<file path="config.mk">
export PLATFORM = sky130hd
export DESIGN_NAME = eco32_core_lsu_dcu_xfer_flat
export DESIGN_NICKNAME = d
export VERILOG_FILES = /design/src/rtl/eco32_core_lsu_dcu_xfer_if.sv /design/src/rtl/eco32_core_lsu_dcu_xfer.sv /design/src/flat_wrapper.sv
export SDC_FILE = /design/constraint.sdc
export NUM_CORES = 1
export LEC_CHECK = 0
export CORE_MARGIN = 3
export CORE_UTILIZATION = 45
export DETAILED_ROUTE_END_ITERATION = 12
export PLACE_DENSITY = 0.74
export SLEW_MARGIN = 20
export SYNTH_ARGS = -nofsm -noshare
export SYNTH_HDL_FRONTEND = slang
export SYNTH_SLANG_ARGS = --single-unit
</file>
<file path="constraint.sdc">
create_clock -name clk -period 2.8 [get_ports clk]
set_input_delay 0.56 -clock clk [delete_from_list [all_inputs] [get_ports clk]]
set_output_delay 0.56 -clock clk [all_outputs]
set_load 0.005 [all_outputs]
</file>
<file path="src/rtl/eco32_core_lsu_dcu_xfer_if.sv">
// ---------------------------------------------------------------------------
// eco32_core_lsu_dcu_xfer_if
//
// Purpose: bundles every handshake and bus signal of the DCU line-transfer
// sequencer so the sequencer and its environment share one connection.
//
// Signal groups:
//   command   : i_stb, i_op, i_tid, i_wid, i_page  -> o_rdy, o_done
//   x-port    : xo_stb, xo_wen, xo_tid, xo_wid, xo_page, xo_offset, xo_data
//               <- xi_val, xi_ben, xi_data  (byte memory, read latency 1)
//   write-back: wb_stb, wb_tid, wb_wid, wb_page, wb_mask, wb_data <- wb_ack
//   refill    : rf_stb, rf_data -> rf_ack
//
// Modports:
//   master : the sequencer itself
//   slave  : the surrounding LSU, byte memory and external bus
// ---------------------------------------------------------------------------
interface eco32_core_lsu_dcu_xfer_if #(
    parameter int PAGE_ADDR_WIDTH = 5
);
    logic                       i_stb;
    logic [1:0]                 i_op;
    logic                       i_tid;
    logic                       i_wid;
    logic [PAGE_ADDR_WIDTH-1:0] i_page;
    logic                       o_rdy;
    logic                       o_done;

    logic                       xo_stb;
    logic                       xo_wen;
    logic                       xo_tid;
    logic                       xo_wid;
    logic [PAGE_ADDR_WIDTH-1:0] xo_page;
    logic [2:0]                 xo_offset;
    logic [7:0]                 xo_data;
    logic                       xi_val;
    logic                       xi_ben;
    logic [7:0]                 xi_data;

    logic                       wb_stb;
    logic                       wb_ack;
    logic                       wb_tid;
    logic                       wb_wid;
    logic [PAGE_ADDR_WIDTH-1:0] wb_page;
    logic [7:0]                 wb_mask;
    logic [63:0]                wb_data;

    logic                       rf_stb;
    logic [63:0]                rf_data;
    logic                       rf_ack;

    modport master (
        input  i_stb, i_op, i_tid, i_wid, i_page,
        output o_rdy, o_done,
        output xo_stb, xo_wen, xo_tid, xo_wid, xo_page, xo_offset, xo_data,
        input  xi_val, xi_ben, xi_data,
        output wb_stb, wb_tid, wb_wid, wb_page, wb_mask, wb_data,
        input  wb_ack,
        input  rf_stb, rf_data,
        output rf_ack
    );

    modport slave (
        output i_stb, i_op, i_tid, i_wid, i_page,
        input  o_rdy, o_done,
        input  xo_stb, xo_wen, xo_tid, xo_wid, xo_page, xo_offset, xo_data,
        output xi_val, xi_ben, xi_data,
        input  wb_stb, wb_tid, wb_wid, wb_page, wb_mask, wb_data,
        output wb_ack,
        output rf_stb, rf_data,
        input  rf_ack
    );
endinterface

</file>
<file path="src/rtl/eco32_core_lsu_dcu_xfer.sv">
// ---------------------------------------------------------------------------
// eco32_core_lsu_dcu_xfer
//
// Purpose: line-transfer sequencer on the external port of the data-cache
// byte memory. A flush reads the 8 bytes of a page and packs data plus dirty
// flags into one 64-bit write-back beat (skipped when nothing is dirty). A
// refill unpacks one 64-bit beat into 8 byte writes, which also clear the
// dirty flags inside the memory. Op 11 does a flush followed by a refill.
//
// Ports:
//   clk : rising-edge clock
//   rst : asynchronous reset, active low
//   bus : command, x-port, write-back and refill signals (master modport)
// ---------------------------------------------------------------------------
module eco32_core_lsu_dcu_xfer #(
    parameter int PAGE_ADDR_WIDTH = 5
) (
    input  logic                          clk,
    input  logic                          rst,
    eco32_core_lsu_dcu_xfer_if.master     bus
);

    localparam logic [2:0] S_IDLE = 3'd0;
    localparam logic [2:0] S_RD   = 3'd1;
    localparam logic [2:0] S_COL  = 3'd2;
    localparam logic [2:0] S_WB   = 3'd3;
    localparam logic [2:0] S_RFW  = 3'd4;
    localparam logic [2:0] S_WR   = 3'd5;
    localparam logic [2:0] S_DONE = 3'd6;

    logic [2:0]                 r_state;
    logic                       r_op_refill;
    logic                       r_tid;
    logic                       r_wid;
    logic [PAGE_ADDR_WIDTH-1:0] r_page;
    logic                       r_rdy;
    logic                       r_done;
    logic                       r_xo_stb;
    logic                       r_xo_wen;
    logic [2:0]                 r_xo_offset;
    logic [7:0]                 r_xo_data;
    logic [2:0]                 r_arr_cnt;
    logic                       r_wb_stb;
    logic [7:0]                 r_wb_mask;
    logic [63:0]                r_wb_data;
    logic [63:0]                r_rf_data;
    logic                       r_rf_ack;

    logic                       w_collect;
    logic                       w_last_byte;
    logic [7:0]                 w_mask_next;
    logic [2:0]                 w_off_inc;

    // Read data returns one cycle after each strobe, so arrivals are counted
    // separately from the issued offsets; arrivals outside RD/COL are stale.
    assign w_collect   = bus.xi_val && ((r_state == S_RD) || (r_state == S_COL));
    assign w_last_byte = w_collect && (r_arr_cnt == 3'd7);
    assign w_off_inc   = r_xo_offset + 3'd1;

    // The mask including the byte arriving this cycle lets COL decide on the
    // same edge that stores the 8th byte.
    always_comb begin
        w_mask_next = r_wb_mask;
        if (w_collect) begin
            w_mask_next[r_arr_cnt] = bus.xi_ben;
        end
    end

    always_ff @(posedge clk or negedge rst) begin
        if (!rst) begin
            r_state     <= S_IDLE;
            r_op_refill <= 1'b0;
            r_tid       <= 1'b0;
            r_wid       <= 1'b0;
            r_page      <= '0;
            r_rdy       <= 1'b0;
            r_done      <= 1'b0;
            r_xo_stb    <= 1'b0;
            r_xo_wen    <= 1'b0;
            r_xo_offset <= 3'd0;
            r_xo_data   <= 8'd0;
            r_arr_cnt   <= 3'd0;
            r_wb_stb    <= 1'b0;
            r_wb_mask   <= 8'd0;
            r_wb_data   <= 64'd0;
            r_rf_data   <= 64'd0;
            r_rf_ack    <= 1'b0;
        end else begin
            if (w_collect) begin
                r_wb_data[{r_arr_cnt, 3'b000} +: 8] <= bus.xi_data;
                r_wb_mask                           <= w_mask_next;
                r_arr_cnt                           <= r_arr_cnt + 3'd1;
            end

            case (r_state)
                // o_rdy is raised one cycle after entering IDLE, which keeps
                // the o_done cycle closed to new commands.
                S_IDLE: begin
                    r_done <= 1'b0;
                    if (!r_rdy) begin
                        r_rdy <= 1'b1;
                    end else if (bus.i_stb) begin
                        r_rdy       <= 1'b0;
                        r_op_refill <= bus.i_op[1];
                        r_tid       <= bus.i_tid;
                        r_wid       <= bus.i_wid;
                        r_page      <= bus.i_page;
                        r_wb_mask   <= 8'd0;
                        r_arr_cnt   <= 3'd0;
                        if (bus.i_op[0]) begin
                            r_state     <= S_RD;
                            r_xo_stb    <= 1'b1;
                            r_xo_wen    <= 1'b0;
                            r_xo_offset <= 3'd0;
                        end else if (bus.i_op[1]) begin
                            r_state <= S_RFW;
                        end else begin
                            r_state <= S_DONE;
                        end
                    end
                end
                S_RD: begin
                    if (r_xo_offset == 3'd7) begin
                        r_xo_stb <= 1'b0;
                        r_state  <= S_COL;
                    end else begin
                        r_xo_offset <= w_off_inc;
                    end
                end
                S_COL: begin
                    if (w_last_byte) begin
                        if (w_mask_next != 8'd0) begin
                            r_wb_stb <= 1'b1;
                            r_state  <= S_WB;
                        end else if (r_op_refill) begin
                            r_state <= S_RFW;
                        end else begin
                            r_state <= S_DONE;
                        end
                    end
                end
                S_WB: begin
                    if (bus.wb_ack) begin
                        r_wb_stb <= 1'b0;
                        r_state  <= r_op_refill ? S_RFW : S_DONE;
                    end
                end
                S_RFW: begin
                    if (bus.rf_stb) begin
                        r_rf_data <= bus.rf_data;
                        r_rf_ack  <= 1'b1;
                        r_state   <= S_WR;
                    end
                end
                // First WR cycle only sets up offset 0; the state moves to
                // DONE while offset 7 is on the port so o_done follows the
                // last write directly.
                S_WR: begin
                    r_rf_ack <= 1'b0;
                    if (!r_xo_stb) begin
                        r_xo_stb    <= 1'b1;
                        r_xo_wen    <= 1'b1;
                        r_xo_offset <= 3'd0;
                        r_xo_data   <= r_rf_data[7:0];
                    end else begin
                        r_xo_offset <= w_off_inc;
                        r_xo_data   <= r_rf_data[{w_off_inc, 3'b000} +: 8];
                        if (w_off_inc == 3'd7) begin
                            r_state <= S_DONE;
                        end
                    end
                end
                S_DONE: begin
                    r_xo_stb <= 1'b0;
                    r_xo_wen <= 1'b0;
                    r_done   <= 1'b1;
                    r_state  <= S_IDLE;
                end
                default: begin
                    r_state <= S_IDLE;
                end
            endcase
        end
    end

    assign bus.o_rdy     = r_rdy;
    assign bus.o_done    = r_done;
    assign bus.xo_stb    = r_xo_stb;
    assign bus.xo_wen    = r_xo_wen;
    assign bus.xo_tid    = r_tid;
    assign bus.xo_wid    = r_wid;
    assign bus.xo_page   = r_page;
    assign bus.xo_offset = r_xo_offset;
    assign bus.xo_data   = r_xo_data;
    assign bus.wb_stb    = r_wb_stb;
    assign bus.wb_tid    = r_tid;
    assign bus.wb_wid    = r_wid;
    assign bus.wb_page   = r_page;
    assign bus.wb_mask   = r_wb_mask;
    assign bus.wb_data   = r_wb_data;
    assign bus.rf_ack    = r_rf_ack;

endmodule
</file>
<file path="src/flat_wrapper.sv">
// flat-port wrapper written by rule: the top's interface ports become plain ports
module eco32_core_lsu_dcu_xfer_flat 
#(
    parameter int PAGE_ADDR_WIDTH = 5
)
  (clk, rst, bus_i_stb, bus_i_op, bus_i_tid, bus_i_wid, bus_i_page, bus_o_rdy, bus_o_done, bus_xo_stb, bus_xo_wen, bus_xo_tid, bus_xo_wid, bus_xo_page, bus_xo_offset, bus_xo_data, bus_xi_val, bus_xi_ben, bus_xi_data, bus_wb_stb, bus_wb_tid, bus_wb_wid, bus_wb_page, bus_wb_mask, bus_wb_data, bus_wb_ack, bus_rf_stb, bus_rf_data, bus_rf_ack);
  eco32_core_lsu_dcu_xfer_if #(.PAGE_ADDR_WIDTH(PAGE_ADDR_WIDTH)) bus_i ();
  input  logic clk;
  input  logic rst;
  input wire logic [$bits(bus_i.i_stb)-1:0] bus_i_stb;
  input wire logic [$bits(bus_i.i_op)-1:0] bus_i_op;
  input wire logic [$bits(bus_i.i_tid)-1:0] bus_i_tid;
  input wire logic [$bits(bus_i.i_wid)-1:0] bus_i_wid;
  input wire logic [$bits(bus_i.i_page)-1:0] bus_i_page;
  output wire logic [$bits(bus_i.o_rdy)-1:0] bus_o_rdy;
  output wire logic [$bits(bus_i.o_done)-1:0] bus_o_done;
  output wire logic [$bits(bus_i.xo_stb)-1:0] bus_xo_stb;
  output wire logic [$bits(bus_i.xo_wen)-1:0] bus_xo_wen;
  output wire logic [$bits(bus_i.xo_tid)-1:0] bus_xo_tid;
  output wire logic [$bits(bus_i.xo_wid)-1:0] bus_xo_wid;
  output wire logic [$bits(bus_i.xo_page)-1:0] bus_xo_page;
  output wire logic [$bits(bus_i.xo_offset)-1:0] bus_xo_offset;
  output wire logic [$bits(bus_i.xo_data)-1:0] bus_xo_data;
  input wire logic [$bits(bus_i.xi_val)-1:0] bus_xi_val;
  input wire logic [$bits(bus_i.xi_ben)-1:0] bus_xi_ben;
  input wire logic [$bits(bus_i.xi_data)-1:0] bus_xi_data;
  output wire logic [$bits(bus_i.wb_stb)-1:0] bus_wb_stb;
  output wire logic [$bits(bus_i.wb_tid)-1:0] bus_wb_tid;
  output wire logic [$bits(bus_i.wb_wid)-1:0] bus_wb_wid;
  output wire logic [$bits(bus_i.wb_page)-1:0] bus_wb_page;
  output wire logic [$bits(bus_i.wb_mask)-1:0] bus_wb_mask;
  output wire logic [$bits(bus_i.wb_data)-1:0] bus_wb_data;
  input wire logic [$bits(bus_i.wb_ack)-1:0] bus_wb_ack;
  input wire logic [$bits(bus_i.rf_stb)-1:0] bus_rf_stb;
  input wire logic [$bits(bus_i.rf_data)-1:0] bus_rf_data;
  output wire logic [$bits(bus_i.rf_ack)-1:0] bus_rf_ack;
  assign bus_i.i_stb = bus_i_stb;
  assign bus_i.i_op = bus_i_op;
  assign bus_i.i_tid = bus_i_tid;
  assign bus_i.i_wid = bus_i_wid;
  assign bus_i.i_page = bus_i_page;
  assign bus_o_rdy = bus_i.o_rdy;
  assign bus_o_done = bus_i.o_done;
  assign bus_xo_stb = bus_i.xo_stb;
  assign bus_xo_wen = bus_i.xo_wen;
  assign bus_xo_tid = bus_i.xo_tid;
  assign bus_xo_wid = bus_i.xo_wid;
  assign bus_xo_page = bus_i.xo_page;
  assign bus_xo_offset = bus_i.xo_offset;
  assign bus_xo_data = bus_i.xo_data;
  assign bus_i.xi_val = bus_xi_val;
  assign bus_i.xi_ben = bus_xi_ben;
  assign bus_i.xi_data = bus_xi_data;
  assign bus_wb_stb = bus_i.wb_stb;
  assign bus_wb_tid = bus_i.wb_tid;
  assign bus_wb_wid = bus_i.wb_wid;
  assign bus_wb_page = bus_i.wb_page;
  assign bus_wb_mask = bus_i.wb_mask;
  assign bus_wb_data = bus_i.wb_data;
  assign bus_i.wb_ack = bus_wb_ack;
  assign bus_i.rf_stb = bus_rf_stb;
  assign bus_i.rf_data = bus_rf_data;
  assign bus_rf_ack = bus_i.rf_ack;
  eco32_core_lsu_dcu_xfer #(.PAGE_ADDR_WIDTH(PAGE_ADDR_WIDTH)) u_core (.clk(clk), .rst(rst), .bus(bus_i));
endmodule
</file>
==> flow_summary.json, run 1 <==
{
  "status": "finished, final reports clean",
  "switchingPower_mw": 3.33,
  "cts_root_buffer": "clkbuf_16",
  "grt_max_degree": 87,
  "final_cells": 1007,
  "power_leakage_nw": 4.60,
  "end_kind": "register",
  "total_power_mw": 10.5,
  "startpoint": "u_core.r_arr_cnt[1]",
  "yosys.cell_types.count": 46,
  "slew_headroom_pct": 47.0,
  "synth_top_area_share_pct": 54.8,
  "cts.sinks": 167,
  "finalCritPeriodShare_pct": 93.4,
  "rsz0062_at_grt": "no",
  "synth.net_count": 686,
  "syn-instance-count": 588,
  "vias": 5375,
  "stdcell_area_um2": 10400,
  "dp_slack_ns": 0.0771,
  "postSynth.asyncResetShare_pct": 100,
  "yosys_register_bits": 167,
  "rows": 46,
  "setup_violations": 0,
  "p_int_mw": 7.18,
  "gp_congestion": 0.834,
  "seqCellArea_um2": 4180,
  "critPathKind": "register to register",
  "dpl.hpwl_um": 13300,
  "post_cts_buffers": 0,
  "yosysTopAreaCell": "dfrtp_1",
  "vias_per_cell": 5.34,
  "drv_cap": 0,
  "fmax_mhz": 382,
  "fin_tns_setup_ns": 0,
  "crit_arrival_ns": 2.91,
  "grt_pass1_wl_um": 29000,
  "syn2layout_area_growth_pct": 36.7,
  "path_buf_inv": 1,
  "setup_ws_ns": 0.183,
  "p_seq_share_pct": 38.1,
  "cp_slowest_stage_delay_ns": 0.64,
  "drv_slew": 0,
  "ir_worst_vdd_mv": 0.607,
  "fin_nets": 876,
  "multi_input_area_um2": 3220,
  "ant_nets": 0,
  "clk_pin_slew_ns": 0.06,
  "synth_area_leaders": "dfrtp_1, mux2_1, mux4_2, nand2_1, a21oi_1",
  "wl_per_cell_um": 18.0,
  "synth.most_common_cell": "dfrtp_1",
  "dieArea_um2": 18500,
  "timing.final.hold_violations": 0,
  "track_usage_pct": 20.3,
  "start_util_pct": 47.0,
  "power_frac_clock_pct": 24.0,
  "dpl.cell_count": 975,
  "power.density_nw_per_um2": 1010,
  "final_core_util_pct": 64.2,
  "worstPathRequired_ns": 3.09,
  "first_iter_violations": 282,
  "worst_slew_pin_slew_ns": 0.796,
  "crit_family": "simple AND/OR/NAND/NOR gates",
  "diodes": 0,
  "clock_skew_ns": 0.0121,
  "antenna_found_initial": 0,
  "cts_tree": "yes",
  "ios": 191,
  "die_x_um": 136,
  "synthFlopType": "dfrtp_1",
  "drive_above_1_share_pct": 10.6,
  "gr-total-overflow": 0,
  "route.detailed.drc": 0,
  "die_h_um": 136,
  "synth_edf_count": 0,
  "ys_warn_count": 0,
  "ctsHoldBuffers": 0,
  "port_buffers": 190,
  "drt_wl_total_um": 18100,
  "switching_share_pct": 31.7,
  "grt_pass1_vias": 5535,
  "firstDrtPassIters": 5,
  "cp-start-kind": "register",
  "htree_levels": 4,
  "cts_buffers": 17,
  "r2r_start": "u_core.r_arr_cnt[1]",
  "yosysSeqAreaShare_pct": 54.8,
  "crit_chain": "inv_1 > ha_1 > ha_1 > nor2_1 > o21ai_0 > or4_1 > mux2_1",
  "comb_power_share_pct": 37.9,
  "fillerInstances": 1229,
  "fin_crit_ns": 2.62,
  "synthTopCellsByCount": "dfrtp_1, mux2_1, nand2_1",
  "cp_max_fo": 15,
  "syn_area_per_cell_um2": 13.0,
  "coreArea_um2": 16200,
  "place_area_um2": 9780,
  "hold_slack_ns": 0.184,
  "synth_area_um2": 7620,
  "critPathSlowestCell": "dfrtp_1",
  "hold_path_class": "input pin to async pin",
  "worstSkewPairLatency_ns": 0.42,
  "crit_top_cell": "ha_1",
  "cts_resized": 0,
  "cts_buffer_depth": 2
}
state kept, by name, summed over array words and instances (netlist names), 3 cells and up:
name,cells
u_core.bus.wb_mask,8
u_core.bus.xo_data,8
u_core.bus.wb_page,5
u_core.bus.xo_offset,3
u_core.bus.wb_data,64
u_core.r_arr_cnt,3
u_core.r_rf_data,64
u_core.r_state,3
layer usage:
layer	up-vias	routed length (µm)	global-route usage, %
li1	2483	-	-
met1	2671	7320	25.5
met2	203	9050	34.1
met3	18	1490	6.59
met4	0	212	5.38
met5	-	0	0
final timing paths:
check | endpoint | slack, ns | cells after the start
worst min-delay path | u_core.bus.wb_mask[5] | 0.18 | 1
min in group clk | u_core.r_rf_data[11] | 0.48 | 1
worst min register to register | u_core.r_rf_data[11] | 0.48 | 1
max in group asynchronous | u_core.r_rf_data[47] | 1.93 | 2
worst max-delay path | u_core.bus.wb_data[38] | 0.18 | 7
worst max register to register | u_core.bus.wb_data[38] | 0.18 | 7
cells by family (layout without fill, tap and decap cells):
family          after synthesis  count (layout)  synth area share [%]
compound gates               64              64                  5.07
xor+xnor                      2               2                 0.328
fa+ha+maj                    11              11                  1.77
buf+inv                      47             250                  3.09
flops                       167             167                  54.8
mux                         163             163                  26.3
simple gates                134             134                  8.60
power by group through the flow:
| stage | Combinational (mW) | Clock [mW] | Sequential, mW |
|---|---|---|---|
| finish | 3.99 | 2.52 | 4.00 |
| global route | 4.38 | 2.69 | 4.12 |
| CTS | 4.04 | 2.56 | 4.01 |
| detailed placement | 4.01 | 0 | 4.04 |
| global placement | 3.90 | 0 | 3.98 |
| floorplan | 2.35 | 0 | 3.86 |
layout make-up:
| type | instances | share of cell area [%] |
|---|---|---|
| clock buffer | 18 | 4.12 |
| clock inverter | 14 | 2.07 |
| inverter | 11 | 0.396 |
| multi-input combinational | 374 | 30.9 |
| sequential | 167 | 40.1 |
| tap | 216 | 2.59 |
| timing repair buffer | 207 | 19.8 |
placed cells by master, fill, tap and decap left out, types with 3 or more instances in the layout:
master           synthesis  final
nand4b_1                 3      3
inv_2                    4      4
o21ai_1                 12     12
or3b_1                   3      3
clkdlybuf4s50_1          0    189
buf_4                    8     14
clkbuf_16                0     17
a211oi_1                 4      4
o32a_1                   4      4
buf_12                   0      3
and3_1                  10     10
mux4_2                  16     16
inv_6                    0      4
and2_1                  14     14
a21oi_1                 27     27
o21ai_0                  6      6
nor2_1                  31     31
o22a_1                   4      4
mux2_1                 126    126
dfrtp_1                167    167
nor3_1                   5      3
mux2i_1                  9      9
ha_1                    10     10
nand2_1                 49     49
inv_1                    5      5
nand3b_1                 5      5
mux2_2                  12     12
bufinv_16                0      4
No activity file was read; power rests on OpenSTA's default activity.
==> run 2: changes to the inputs <==
--- a/config.mk
+++ b/config.mk
@@ -5,6 +5,7 @@
 export SDC_FILE = /design/constraint.sdc
 export NUM_CORES = 1
 export LEC_CHECK = 0
+export CORE_ASPECT_RATIO = 0.5
 export CORE_MARGIN = 3
 export CORE_UTILIZATION = 45
 export DETAILED_ROUTE_END_ITERATION = 12
==> run 2 against run 1 <==
  * Critical path depth is 1 lower
  * Fmax increased by 2.8%
  * Flip-flop and latch count stayed put
  * Cell count is 0.70% higher
  * Clock power shrank 7%
  * Routed wire length up 1.5%
  * Non-clock buffer count is 2 higher
  * Global-route usage increased by 0.11 points
  * Critical endpoint is now u_core.bus.wb_data[44]
==> flow_summary.json, run 2 (synthesis gave the netlist of run 1 again) <==
{
  "multi_input_area_um2": 3220,
  "comb_power_share_pct": 38.8,
  "wl_per_cell_um": 18.1,
  "dp_slack_ns": 0.104,
  "firstDrtPassIters": 5,
  "htree_levels": 4,
  "drive_above_1_share_pct": 11.0,
  "final_cell_mix": "clkdlybuf4s50_1, dfrtp_1, mux2_1",
  "cts_buffers": 17,
  "hold_path_class": "input pin to async pin",
  "vias": 5344,
  "drt_wl_total_um": 18300,
  "vias_per_cell": 5.27,
  "rows": 32,
  "ant_nets": 0,
  "timing.final.hold_violations": 0,
  "syn2layout_area_growth_pct": 36.2,
  "slew_headroom_pct": 51.1,
  "clock_skew_ns": 0.0130,
  "startpoint": "u_core.r_arr_cnt[1]",
  "finalCritPeriodShare_pct": 90.9,
  "end_kind": "register",
  "crit_arrival_ns": 2.84,
  "crit_end": "u_core.bus.wb_data[44]",
  "layout_commonest_cell": "clkdlybuf4s50_1",
  "crit_chain": "inv_1 > ha_1 > ha_1 > nor3_1 > nand2_1 > mux2_1",
  "grt_max_degree": 75,
  "die_x_um": 190,
  "switchingPower_mw": 3.38,
  "power_leakage_nw": 4.58,
  "cts.sinks": 167,
  "route.detailed.drc": 0,
  "setup_ws_ns": 0.256,
  "setup_violations": 0,
  "critPathKind": "register to register",
  "fin_nets": 878,
  "dieArea_um2": 18600,
  "cp_max_fo": 15,
  "seqCellArea_um2": 4180,
  "coreArea_um2": 16000,
  "ir_worst_vdd_mv": 0.580,
  "r2r_start": "u_core.r_arr_cnt[1]",
  "diodes": 0,
  "gr-total-overflow": 0,
  "total_power_mw": 10.3,
  "fillerInstances": 1199,
  "cts_buffer_depth": 2,
  "drv_cap": 0,
  "power.density_nw_per_um2": 994,
  "ctsHoldBuffers": 0,
  "fmax_mhz": 393,
  "p_int_mw": 6.94,
  "crit_cells": 6,
  "power_frac_clock_pct": 22.7,
  "status": "finished, final reports clean",
  "track_usage_pct": 20.4,
  "worstPathRequired_ns": 3.10,
  "gp_congestion": 0.855,
  "antenna_found_initial": 0,
  "clk_pin_slew_ns": 0.07,
  "ff2ff_path_depth": 6,
  "fin_crit_ns": 2.54,
  "r2r-end": "u_core.bus.wb_data[44]",
  "cts_root_buffer": "clkbuf_16",
  "crit_top_cell": "ha_1",
  "rrSetupSlack_ns": 0.26,
  "first_iter_violations": 297,
  "path_buf_inv": 1,
  "worstSkewPairLatency_ns": 0.43,
  "fin_tns_setup_ns": 0,
  "critPathSlowestCell": "dfrtp_1",
  "switching_share_pct": 32.7,
  "port_buffers": 190,
  "p_seq_share_pct": 38.5,
  "dpl.hpwl_um": 13300,
  "cp_slowest_stage_delay_ns": 0.60,
  "worst_slew_pin_slew_ns": 0.728,
  "die_h_um": 98.0,
  "ios": 191,
  "grt_pass1_wl_um": 30100,
  "post_cts_buffers": 0,
  "rsz0062_at_grt": "no",
  "cts_tree": "yes",
  "cts_resized": 0,
  "crit_family": "simple AND/OR/NAND/NOR gates",
  "drv_slew": 0,
  "cp-start-kind": "register",
  "grt_pass1_vias": 5609,
  "start_util_pct": 47.7
}
==> run 2: cell types whose count changed in the layout (fill, tap and decap cells not counted) <==
cell	change
clkinv_2	+1
clkinv_4	-1
bufinv_16	-3
inv_8	+1
clkbuf_1	-1
buf_4	+2
inv_6	+3
==> run 2: worst reg2reg max path: cells and delay by family (launching register included) <==
family | cells | cell delay, ns
mux | 1 | 0.42
buf+inv | 1 | 0.14
flops | 1 | 0.60
simple gates | 2 | 0.73
fa+ha+maj | 2 | 0.54
==> run 2: stage by stage <==
stage	utilization, %	std cells	area, µm²	hold slack [ns]
floorplan	-	588	7620	0.264
global placement	61.3	982	9800	0.462
detailed placement	61.3	982	9800	0.472
CTS	65.0	1014	10400	0.190
global route	65.0	1014	10400	0.216
finish	65.0	1014	10400	0.173
==> run 2: final cells by class <==
class	count	area share [%]
flip-flops and latches	167	40.3
clock inverters	15	1.53
repair buffers	209	20.1
well taps	221	2.66
inverters	11	0.398
multi-input cells	374	31.0
clock buffers	17	4.10
==> run 2: power by group through the flow <==
stage | clock network, mW | logic (mW) | registers [mW]
2_1_floorplan | 0 | 2.35 | 3.86
3_5_place_dp | 0 | 4.04 | 4.00
3_3_place_gp | 0 | 3.93 | 3.97
5_1_grt | 2.49 | 4.38 | 4.11
4_1_cts | 2.39 | 4.06 | 3.97
6_report | 2.34 | 4.00 | 3.98
==> run 2: how the worst min path moves through the flow <==
stage	startpoint	end	slack, ns
finish	rst	u_core.r_rf_data[50]	0.17
global route	rst	u_core.r_rf_data[52]	0.22
CTS	rst	u_core.r_rf_data[52]	0.19
detailed placement	u_core.r_rf_data[43]	u_core.r_rf_data[43]	0.47
global placement	u_core.r_rf_data[60]	u_core.r_rf_data[60]	0.46
floorplan	rst	u_core.bus.o_done	0.26
==> run 2: per-layer routing <==
layer | vias up | track usage (%) | wire (µm)
met2 | 106 | 35.4 | 9330
met5 | - | 0 | 0
met4 | 0 | 5.51 | 238
li1 | 2483 | - | -
met1 | 2735 | 25.9 | 7990
met3 | 20 | 4.91 | 791
==> RTL edit: new RTL, config.mk and constraints of run 2 <==
`PAGE_ADDR_WIDTH` is set to 5 in 3 places; all go to 3.
--- a/src/rtl/eco32_core_lsu_dcu_xfer_if.sv
+++ b/src/rtl/eco32_core_lsu_dcu_xfer_if.sv
@@ -17,5 +17,5 @@
 // ---------------------------------------------------------------------------
 interface eco32_core_lsu_dcu_xfer_if #(
-    parameter int PAGE_ADDR_WIDTH = 5
+    parameter int PAGE_ADDR_WIDTH = 3
 );
     logic                       i_stb;
--- a/src/rtl/eco32_core_lsu_dcu_xfer.sv
+++ b/src/rtl/eco32_core_lsu_dcu_xfer.sv
@@ -14,5 +14,5 @@
 // ---------------------------------------------------------------------------
 module eco32_core_lsu_dcu_xfer #(
-    parameter int PAGE_ADDR_WIDTH = 5
+    parameter int PAGE_ADDR_WIDTH = 3
 ) (
     input  logic                          clk,
--- a/src/flat_wrapper.sv
+++ b/src/flat_wrapper.sv
@@ -2,5 +2,5 @@
 module eco32_core_lsu_dcu_xfer_flat 
 #(
-    parameter int PAGE_ADDR_WIDTH = 5
+    parameter int PAGE_ADDR_WIDTH = 3
 )
   (clk, rst, bus_i_stb, bus_i_op, bus_i_tid, bus_i_wid, bus_i_page, bus_o_rdy, bus_o_done, bus_xo_stb, bus_xo_wen, bus_xo_tid, bus_xo_wid, bus_xo_page, bus_xo_offset, bus_xo_data, bus_xi_val, bus_xi_ben, bus_xi_data, bus_wb_stb, bus_wb_tid, bus_wb_wid, bus_wb_page, bus_wb_mask, bus_wb_data, bus_wb_ack, bus_rf_stb, bus_rf_data, bus_rf_ack);
Interface: changed (resized bus_i_page, bus_wb_page and bus_xo_page); port bits go from 191 to 185. The function was not compared with the original's and may differ.
==> RTL edit against run 2 <==
  * Count of clock-buffer cells in the layout rose by 3
  * Setup slack improved by 0.013 ns
  * Sequential cell count fell by 2
  * Cell area fell by 1.1%
  * Routed wire length fell by 0.76%
  * First-iteration DRC count fell by 18%
  * Area after synthesis fell by 1.3%
  * Power rose by 2.8%
  * Largest power group unchanged
==> RTL edit: results (changes against run 2) <==
Clock-cell share=6.08% (+0.45 points); status=finished, final reports clean; drt initial violations=245 (-18%); Setup WS pre-CTS=0.149 ns (+0.0444 ns); Via-to-Cell Ratio=5.25 (-0.47%); ratio of cells with drive above 1 in the final layout=25.6% (+15 points); hpwl dp=13000 um (-1.7%); Layout fillers=1216 (+1.4%); worst-path fanout max=13 (-2); GPL Wtd Cong=0.848 (-0.87%); FF+latch area=4130 um^2 (-1.2%); leakage=4.45 nW (-2.9%); average cell area after synthesis=13.0 um^2 (about the same); sequential fraction of the synthesis area=54.9% (+0.055 points); post-synthesis cell type count=45 (-2.2%); Met3 Routed Length=1070 um (+35%); Non-clock buffer share=19.5% (-0.56 points); multi-input combinational area share=31.1% (+0.10 points); met2 WL=8980 um (-3.7%); via count=5256 (-1.6%); drt wl/cell=18.2 um (+0.43%); Non-Clock Buffer Count=202 (-3.3%); first-pass iteration count of the detailed router=4 (-1); maximum vdd ir drop=0.000496 V (-14%); clock skew=0.0104 ns (-0.00252 ns); placement-stage cell area=9640 um^2 (-1.6%); GRT Resource Usage Total=20.5% (+0.049 points)
[RTL edit: layer usage]
layer,global-route usage (%),vias to the layer above
met4,5.89,0
met1,26.3,2646
li1,-,2457
met3,5.84,17
met5,0,-
met2,34.0,136
[RTL edit: final timing paths]
check / cells past startpoint / slack, ns / from / end
setup / recovery: 6 / 0.27 / u_core.r_arr_cnt[0]$_DFF_PN0_ / u_core.bus.wb_data[44]$_DFFE_PN0P_
hold / removal: 1 / 0.1 / rst / u_core.bus.wb_data[45]$_DFFE_PN0P_
setup reg to reg: 6 / 0.27 / u_core.r_arr_cnt[0]$_DFF_PN0_ / u_core.bus.wb_data[44]$_DFFE_PN0P_
hold reg to reg: 2 / 0.49 / u_core.bus.xo_data[3]$_DFFE_PN0P_ / u_core.bus.xo_data[3]$_DFFE_PN0P_
max in group asynchronous: 2 / 1.96 / rst / u_core.r_rf_data[5]$_DFFE_PN0P_
min in group clk: 2 / 0.49 / u_core.bus.xo_data[3]$_DFFE_PN0P_ / u_core.bus.xo_data[3]$_DFFE_PN0P_
[RTL edit: cells by family after synthesis]
kind of cell | after synthesis | share of synthesized area (%)
xor+xnor | 2 | 0.233
buf+inv | 44 | 2.74
mux | 161 | 26.3
flops | 165 | 54.9
fa+ha+maj | 11 | 1.80
compound gates | 64 | 5.24
simple gates | 133 | 8.75
[RTL edit: power groups by stage]
stage | Combinational (W) | Sequential [W] | Clock, W
after global placement | 0.00409 | 0.00395 | 0
after floorplan | 0.00254 | 0.00385 | 0
after CTS | 0.00421 | 0.00396 | 0.00254
after detailed placement | 0.00419 | 0.00399 | 0
after global routing | 0.00453 | 0.00409 | 0.00264
final | 0.00416 | 0.00396 | 0.00249
